## src/rtl/fifo_rd_fwft_pkg.sv

```systemverilog
// Shared definitions for the read-side FWFT output stage of the async FIFO.
//   DSIZE_DEF  : default data word width
//   FWFT_DEPTH : prefetch buffer entries. Three is the smallest depth that
//                keeps one word per rclk while the credit check counts both
//                held words and the word still in the RAM read pipeline.
//   CNT_W      : width of the buffer pointers and the occupancy count
//   ptr_inc()  : modulo-FWFT_DEPTH pointer increment (2 -> 0)
package fifo_rd_fwft_pkg;

  localparam int DSIZE_DEF  = 8;
  localparam int FWFT_DEPTH = 3;
  localparam int CNT_W      = 2;

  typedef logic [CNT_W-1:0] ptr_t;

  function automatic ptr_t ptr_inc(input ptr_t p);
    return (p == ptr_t'(FWFT_DEPTH - 1)) ? '0 : p + ptr_t'(1);
  endfunction

endpackage

```

## src/rtl/fifo_rd_fwft_if.sv

```systemverilog
// Consumer-side stream of the FWFT output stage.
//   m_valid : a word is presented on m_data
//   m_ready : consumer can take the word
//   m_data  : stream data word
//   m_count : words currently held in the prefetch buffer (0..3)
//
// Handshake: a word moves on a rising rclk when m_valid && m_ready are both
// high. m_valid never depends on m_ready; once raised it stays high, with
// m_data held stable, until that transfer happens.
interface fifo_rd_fwft_if
  import fifo_rd_fwft_pkg::*;
#(
  parameter int DSIZE = DSIZE_DEF
);

  logic             m_valid;
  logic             m_ready;
  logic [DSIZE-1:0] m_data;
  logic [CNT_W-1:0] m_count;

  modport master (output m_valid, output m_data, output m_count, input m_ready);
  modport slave  (input m_valid, input m_data, input m_count, output m_ready);

endinterface

```

## src/rtl/fifo_rd_fwft_store.sv

```systemverilog
// Three-entry word store for the prefetch buffer: one write port, one read
// mux. The entries are plain data flops without reset; the parent only
// presents them while its occupancy says they hold a real word.
//   rclk  : read-domain clock
//   we    : write enable (a RAM word is landing)
//   waddr : entry to write
//   wdata : word to write
//   raddr : entry driven onto q
//   q     : selected entry, straight from the flops
module fifo_rd_fwft_store
  import fifo_rd_fwft_pkg::*;
#(
  parameter int DSIZE = DSIZE_DEF
) (
  input  logic             rclk,
  input  logic             we,
  input  ptr_t             waddr,
  input  logic [DSIZE-1:0] wdata,
  input  ptr_t             raddr,
  output logic [DSIZE-1:0] q
);

  logic [DSIZE-1:0] mem [FWFT_DEPTH];

  always_ff @(posedge rclk) begin
    for (int i = 0; i < FWFT_DEPTH; i++) begin
      if (we && (waddr == ptr_t'(i))) begin
        mem[i] <= wdata;
      end
    end
  end

  // Pointer value 3 never occurs; it falls back to entry 0.
  always_comb begin
    q = mem[0];
    case (raddr)
      2'd1:    q = mem[1];
      2'd2:    q = mem[2];
      default: q = mem[0];
    endcase
  end

endmodule

```

## src/rtl/fifo_rd_fwft.sv

```systemverilog
// Read-side output stage of the async FIFO. Turns the rempty / rinc /
// registered-rdata interface of the read-pointer stage and RAM into a
// first-word-fall-through valid/ready stream, hiding the one-cycle RAM read
// latency behind a three-entry prefetch buffer.
//   rclk   : read-domain clock
//   rrst_n : asynchronous active-low reset, shared with the read pointer
//   rempty : registered FIFO empty flag
//   rinc   : read-increment request to the read-pointer stage
//   rdata  : RAM read data, valid in the cycle after rinc
//   m      : consumer stream (m_valid, m_ready, m_data, m_count)
//
// rinc depends only on rempty and local state, never on m_ready, so there
// is no combinational path from the consumer back into the FIFO.
module fifo_rd_fwft
  import fifo_rd_fwft_pkg::*;
#(
  parameter int DSIZE = DSIZE_DEF
) (
  input  logic                  rclk,
  input  logic                  rrst_n,
  input  logic                  rempty,
  output logic                  rinc,
  input  logic [DSIZE-1:0]      rdata,
  fifo_rd_fwft_if.master        m
);

  localparam logic [CNT_W:0] DEPTH_C = FWFT_DEPTH[CNT_W:0];

  ptr_t             wr_ptr;
  ptr_t             rd_ptr;
  logic [CNT_W-1:0] occ;
  logic             inflight;  // rinc of the previous cycle: rdata is live now
  logic             valid_q;

  logic [CNT_W:0]   committed;
  logic             credit;
  logic             pop;
  logic [CNT_W-1:0] occ_next;

  // Words held plus the word on its way from the RAM. Requesting only while
  // this is below the depth means a landing always finds a free entry.
  assign committed = {1'b0, occ} + {{CNT_W{1'b0}}, inflight};
  assign credit    = (committed < DEPTH_C);

  // Gated by rrst_n so the request drops the moment reset asserts, even if
  // the empty flag has not yet caught up with the pointer reset.
  assign rinc = rrst_n & ~rempty & credit;

  assign pop      = valid_q & m.m_ready;
  assign occ_next = occ + CNT_W'(inflight) - CNT_W'(pop);

  always_ff @(posedge rclk or negedge rrst_n) begin
    if (!rrst_n) begin
      wr_ptr   <= '0;
      rd_ptr   <= '0;
      occ      <= '0;
      inflight <= 1'b0;
      valid_q  <= 1'b0;
    end else begin
      inflight <= rinc;
      if (inflight) begin
        wr_ptr <= ptr_inc(wr_ptr);
      end
      if (pop) begin
        rd_ptr <= ptr_inc(rd_ptr);
      end
      occ     <= occ_next;
      valid_q <= (occ_next != '0);
    end
  end

  fifo_rd_fwft_store #(
    .DSIZE (DSIZE)
  ) u_store (
    .rclk  (rclk),
    .we    (inflight),
    .waddr (wr_ptr),
    .wdata (rdata),
    .raddr (rd_ptr),
    .q     (m.m_data)
  );

  assign m.m_valid = valid_q;
  assign m.m_count = occ;

  a_no_land_when_full : assert property (
    @(posedge rclk) disable iff (!rrst_n) !(inflight && (occ == CNT_W'(FWFT_DEPTH))))
    else $error("landing into a full prefetch buffer");

  a_committed_bound : assert property (
    @(posedge rclk) disable iff (!rrst_n) committed <= DEPTH_C)
    else $error("held plus in-flight words exceed buffer depth");

  a_no_rinc_when_empty : assert property (
    @(posedge rclk) disable iff (!rrst_n) !(rinc && rempty))
    else $error("read increment issued while empty");

endmodule

```

## src/flat_wrapper.sv

```systemverilog
// flat-port wrapper written by rule: the top's interface ports become plain ports
module fifo_rd_fwft_flat import fifo_rd_fwft_pkg::*;
#(
  parameter int DSIZE = DSIZE_DEF
)
  (rclk, rrst_n, rempty, rinc, rdata, m_m_valid, m_m_data, m_m_count, m_m_ready);
  fifo_rd_fwft_if #(.DSIZE(DSIZE)) m_i ();
  input  logic rclk;
  input  logic rrst_n;
  input  logic rempty;
  output logic rinc;
  input  logic [DSIZE-1:0] rdata;
  output wire logic [$bits(m_i.m_valid)-1:0] m_m_valid;
  output wire logic [$bits(m_i.m_data)-1:0] m_m_data;
  output wire logic [$bits(m_i.m_count)-1:0] m_m_count;
  input wire logic [$bits(m_i.m_ready)-1:0] m_m_ready;
  assign m_m_valid = m_i.m_valid;
  assign m_m_data = m_i.m_data;
  assign m_m_count = m_i.m_count;
  assign m_i.m_ready = m_m_ready;
  fifo_rd_fwft #(.DSIZE(DSIZE)) u_core (.rclk(rclk), .rrst_n(rrst_n), .rempty(rempty), .rinc(rinc), .rdata(rdata), .m(m_i));
endmodule
```

## config.mk

```make
export PLATFORM = sky130hd
export DESIGN_NAME = fifo_rd_fwft_flat
export DESIGN_NICKNAME = d
export VERILOG_FILES = /design/src/rtl/fifo_rd_fwft_pkg.sv /design/src/rtl/fifo_rd_fwft_if.sv /design/src/rtl/fifo_rd_fwft_store.sv /design/src/rtl/fifo_rd_fwft.sv /design/src/flat_wrapper.sv
export SDC_FILE = /design/constraint.sdc
export NUM_CORES = 1
export LEC_CHECK = 0
export CELL_PAD_IN_SITES_DETAIL_PLACEMENT = 2
export CELL_PAD_IN_SITES_GLOBAL_PLACEMENT = 2
export CORE_MARGIN = 3
export CORE_UTILIZATION = 32
export CTS_CLUSTER_SIZE = 28
export DETAILED_ROUTE_END_ITERATION = 16
export GPL_TIMING_DRIVEN = 1
export PLACE_DENSITY = 0.74
export SETUP_SLACK_MARGIN = 0.1
export SLEW_MARGIN = 40
export SYNTH_ARGS = -nofsm -noshare
export SYNTH_HDL_FRONTEND = slang
export SYNTH_SLANG_ARGS = --single-unit
```

## constraint.sdc

```tcl
create_clock -name rclk -period 1.5 [get_ports rclk]
set_input_delay 0.225 -clock rclk [delete_from_list [all_inputs] [get_ports rclk]]
set_output_delay 0.225 -clock rclk [all_outputs]
set_load 0.01 [all_outputs]
```

Word level (Yosys, flattened, before mapping) --
Memory sizes are Yosys's and may differ from the RTL's. Index checks and enable logic that the tools add are counted.
Storage, ports and cells: register bits 8, RAM bits 24, input bits 12, word-level logic and storage cells 42, memories 1
Operators by class: add/sub/neg operators 5, magnitude comparators 1, equal/unequal tests 4, multiplexer cells 15, bitwise operators 4, reduce and logical (&&, ||, !) cells 7
Memories:
- u_core.u_store.mem | depth 3, bits a word 8, rd ports 3, clocked after Yosys merged registers in 0, write ports 1, line fifo_rd_fwft_store.sv:23 | logic [DSIZE-1:0] mem [FWFT_DEPTH];
Operators by type and width (count):
- 8-bit 2-to-1 mux | 2
- 8-bit one-hot mux with 2 select lines | 1
- 8-bit OR reduction | 2
- 1-bit 2-to-1 mux | 8
- 2-bit 2-to-1 mux | 4
- 2-bit by 1-bit adder with 2-bit output, second input constant | 2
- 2-bit by 1-bit equality test with 1-bit output, second input constant | 2
- 2-bit equality test, second input constant | 2
- 2-bit by 1-bit adder with 3-bit output | 1
- 1-bit AND | 3
- 1-bit logical AND | 3
- 3-bit by 2-bit less-than comparator with 1-bit output, second input constant | 1
- 2-bit by 1-bit adder with 2-bit output | 1
- 2-bit logical NOT | 1
- 2-bit nonzero test | 1
- 2-bit by 1-bit subtractor with 2-bit output | 1
- 1-bit inverter | 1

Logic depth before layout (Yosys ltp) --
depth after elaboration 7, gate-level depth with buffers 7

Modules after synthesis --
Synthesis repeated with hierarchy kept, for this count alone.
Second synthesis, totals: cells, all modules 88, area total of the unflattened synthesis 1331.3 µm²
Modules (own cells, without submodules):
- fifo_rd_fwft_store | times used 1, cells each 58, area an instance 938.4 µm², sequential area each 720.7 µm²
- fifo_rd_fwft | times used 1, cells each 30, area an instance 392.9 µm², sequential area each 200.2 µm²

Worst setup path before layout --
OpenSTA, ideal clock, no wires.
path kind register to output, start register u_core.occ[0], in the netlist u_core.m.m_count[0], end output port rinc, arrival 1386 ps, required time 1275 ps, path slack -111 ps, stages on the path, launching flop included 4, path buffers 0, path through dfrtp_1 ha_1 ha_1 a2111oi_2
Between the ends: cells in the longest elaborated chain, start to end 3
Ends and longest elaborated chain:
- from (decl) | line fifo_rd_fwft.sv:31 | logic [CNT_W-1:0] occ;
- from (signal assigned) | line fifo_rd_fwft.sv:67 | occ <= occ_next;
- 2-bit by 1-bit adder with 3-bit output | line fifo_rd_fwft.sv:42 | assign committed = {1'b0, occ} + {{CNT_W{1'b0}}, inflight};
- 3-bit by 2-bit less-than comparator with 1-bit output | line fifo_rd_fwft.sv:43 | assign credit = (committed < DEPTH_C);
- 1-bit AND | line fifo_rd_fwft.sv:47 | assign rinc = rrst_n & ~rempty & credit;
- to (decl) | line flat_wrapper.sv:11 | output logic rinc;
No other way between the ends.

Worst setup path in the final report --
Ends and elaborated chain as after synthesis.

==> impl_metrics.env <==
export IMPL_path_clk_slew_ns=0.06
export IMPL_max_cap_violations=0
export IMPL_fin_area_um2=2060
export IMPL_slew_viol_final=0
export IMPL_period_needed_ns=1.84
export IMPL_critPathArrivalTime_ns=1.61
export IMPL_power_switching_uw=1780
export IMPL_synth_top_area_cell="edfxtp_1"
export IMPL_area_growth_pct=54.2
export IMPL_wl_per_cell_um=20.6
export IMPL_clk_latency_ns=0.29
export IMPL_initial_core_util=0.347
export IMPL_power_density_nw_per_um2=2280
export IMPL_synth_cells=90
export IMPL_skew_ns=0.00884
export IMPL_cts_buffers_inserted=5
export IMPL_pin_count=24
export IMPL_synth_area_um2=1340
export IMPL_combPwrFrac=0.595
export IMPL_cts_max_level=2
export IMPL_synthTopCellsByArea="edfxtp_1, dfrtp_1, ha_1"
export IMPL_netlist_area_leader_share=0.539
export IMPL_power_leakage_uw=0.000774
export IMPL_intPower_uw=2920
export IMPL_synth_cell_type_count=21
export IMPL_rsz0062_at_grt="yes"
export IMPL_wl_um=3790
export IMPL_place_congestion=0.688
export IMPL_ant_nets=0
export IMPL_p_sw_frac=0.379
export IMPL_die_h_um=70.6
export IMPL_finalSetupTns_ns=-2.61
export IMPL_detail_route_vias_per_cell=4.83
export IMPL_critPathKind="flop to primary output"
export IMPL_worstMarginPinSlew_ns=0.287
export IMPL_syn_nets=110
export IMPL_clock_path_buffers=2
export IMPL_required_ns=1.27
export IMPL_fin_crit_sh=1.22
export IMPL_avgSynthCellArea_um2=14.8
export IMPL_nNetsFinal=155
export IMPL_coreArea_um2=3850
export IMPL_fin_util=0.535
export IMPL_grt_usage=0.166
export IMPL_grt_pass1_vias=1065
export IMPL_violations="setup timing"
export IMPL_setup_slack_ns=-0.336
export IMPL_grt_pass1_wl_um=6040
export IMPL_hold_viol=0
export IMPL_cts_root_buf="clkbuf_8"
export IMPL_cts_sinks=32
export IMPL_start_kind="flop"
export IMPL_dpl_cell_area_um2=1790
export IMPL_timing_hold_ws_ns=0.257
export IMPL_yosysSeqAreaShare=0.689
export IMPL_core_rowCount=22
export IMPL_dieArea_um2=4990
export IMPL_worstPathMaxFanout=2
export IMPL_layout_drive_gt1_share=0.566
export IMPL_p_seq_frac=0.271
export IMPL_synth_edf_count=24
export IMPL_drc=0
export IMPL_fmax_ghz=0.545
export IMPL_setup_viol=11
export IMPL_port_buffers=23
export IMPL_async_flop_share=0.250
export IMPL_vias=888
export IMPL_antennaDiodeCount=0
export IMPL_hpwl_um=2340
export IMPL_clkPwrFrac=0.134
export IMPL_grt_max_degree=11
export IMPL_status="complete, but fails checks"
export IMPL_drtPass1Iterations=4
export IMPL_fp_dieW_um=70.6
export IMPL_ys_warn_count=0
export IMPL_gr_total_overflow=0
export IMPL_drt_initial_drc_count=68
export IMPL_worst_setup_path_end_kind="primary output"
export IMPL_irDropWorstVdd_mv=1.05
export IMPL_ys_ff_latch=32
export IMPL_hold_class="input port to async pin"
export IMPL_max_slew_margin=0.809
export IMPL_antenna_found_initial=0
export IMPL_cts_tree="built"
export IMPL_ys_flop_type="edfxtp_1"
export IMPL_fill_cells=361
-- path summary, 6_finish.rpt --
path | startpoint | to | slack (ns) | depth (start not counted)
max in group asynchronous | rrst_n | u_core.rd_ptr[0] | 1.11 | 2
setup / recovery | u_core.m.m_count[0] | rinc | -0.34 | 4
min in group rclk | rdata[5] | u_core.u_store.mem[0][5] | 0.56 | 1
hold reg to reg | u_core.wr_ptr[0] | u_core.wr_ptr[0] | 0.59 | 1
hold / removal | rrst_n | u_core.wr_ptr[1] | 0.26 | 2
setup reg to reg | u_core.m.m_count[0] | u_core.m.m_valid | -0.06 | 8
-- timing repair --
item                                    in CTS  in global routing
pin swaps                                   10                  7
resized for setup                           78                  6
hold endpoints to repair                     0                  0
cloned                                       1                  0
buffers inserted                             3                  3
hold buffers                                 0                  0
endpoints found under the setup margin      14                 25
-- placed cells by master, fill, tap and decap left out, drive strengths merged --
| master | count |
|---|---|
| buf | 28 |
| inv | 7 |
| clkbuf | 9 |
| a21oi | 8 |
| nor2 | 10 |
| a22oi | 8 |
| a21o | 2 |
| mux2 | 2 |
| clkdlybuf4s50 | 11 |
| and3b | 1 |
| dfrtp | 8 |
| dlygate4sd2 | 1 |
| edfxtp | 24 |
| mux2i | 1 |
| nand2 | 2 |
| a2111oi | 1 |
| nor3b | 1 |
| clkinv | 1 |
| xnor2 | 2 |
| ha | 8 |
| nor2b | 1 |
-- cells in the mapped netlist (2+ instances only) --
library cell  count
a21o_1            2
a21oi_1           8
a22oi_1           8
dfrtp_1           8
edfxtp_1         24
ha_1              8
inv_1             7
mux2_1            2
nand2_1           2
nor2_1           10
-- worst max-delay path, cell delays in order, from the launching register on --
cell and delay [ns]:
dfrtp_1 0.39, ha_2 0.20, ha_4 0.22, a2111oi_4 0.32
buf_2 0.19
-- layout make-up --
cell class | count | area [um^2] | area share
sequential | 32 | 921 | 0.447
timing repair buffer | 42 | 394 | 0.191
multi-input combinational | 47 | 573 | 0.278
tap | 48 | 60.1 | 0.0291
clock inverter | 1 | 5.00 | 0.00243
inverter | 7 | 31.3 | 0.0152
clock buffer | 7 | 76.3 | 0.0370
-- routing by layer --
layer  track usage  wire length (um)
met2         0.306              2160
met4        0.0376                19
met5             0                 0
met1         0.189              1470
met3        0.0511               139
-- per-stage QoR --
stage / instances / setup WS (ns) / power, uW
finish: 184 / -0.336 / 4700
floorplan: 90 / 0.0585 / 2370
detailed placement: 170 / -0.457 / 3530
CTS: 182 / -0.322 / 4620
global placement: 170 / -0.404 / 3390
global route: 184 / -0.404 / 5030
-- flip-flops by register name, summed over array words and instances (netlist names) --
name	flops
u_core.inflight	1
u_core.m.m_count	2
u_core.m.m_valid	1
u_core.rd_ptr	2
u_core.u_store.mem	24
u_core.wr_ptr	2
-- power by group through the flow --
stage	clock network, uW	registers, uW	logic [uW]
finish	630	1270	2800
global route	696	1290	3040
CTS	651	1260	2710
detailed placement	0	1260	2270
global placement	0	1240	2150
floorplan	0	1270	1100
-- cells by family (layout without fill, tap and decap cells) --
| kind of cell | count (synthesis) | count (layout) | synth area share |
|---|---|---|---|
| flops | 32 | 32 | 0.689 |
| simple gates | 15 | 15 | 0.0543 |
| mux | 3 | 3 | 0.0243 |
| fa+ha+maj | 8 | 8 | 0.0749 |
| xor+xnor | 2 | 2 | 0.0187 |
| compound gates | 19 | 19 | 0.0974 |
| buf+inv | 11 | 57 | 0.0412 |
Power figures use the tool's default switching activity.
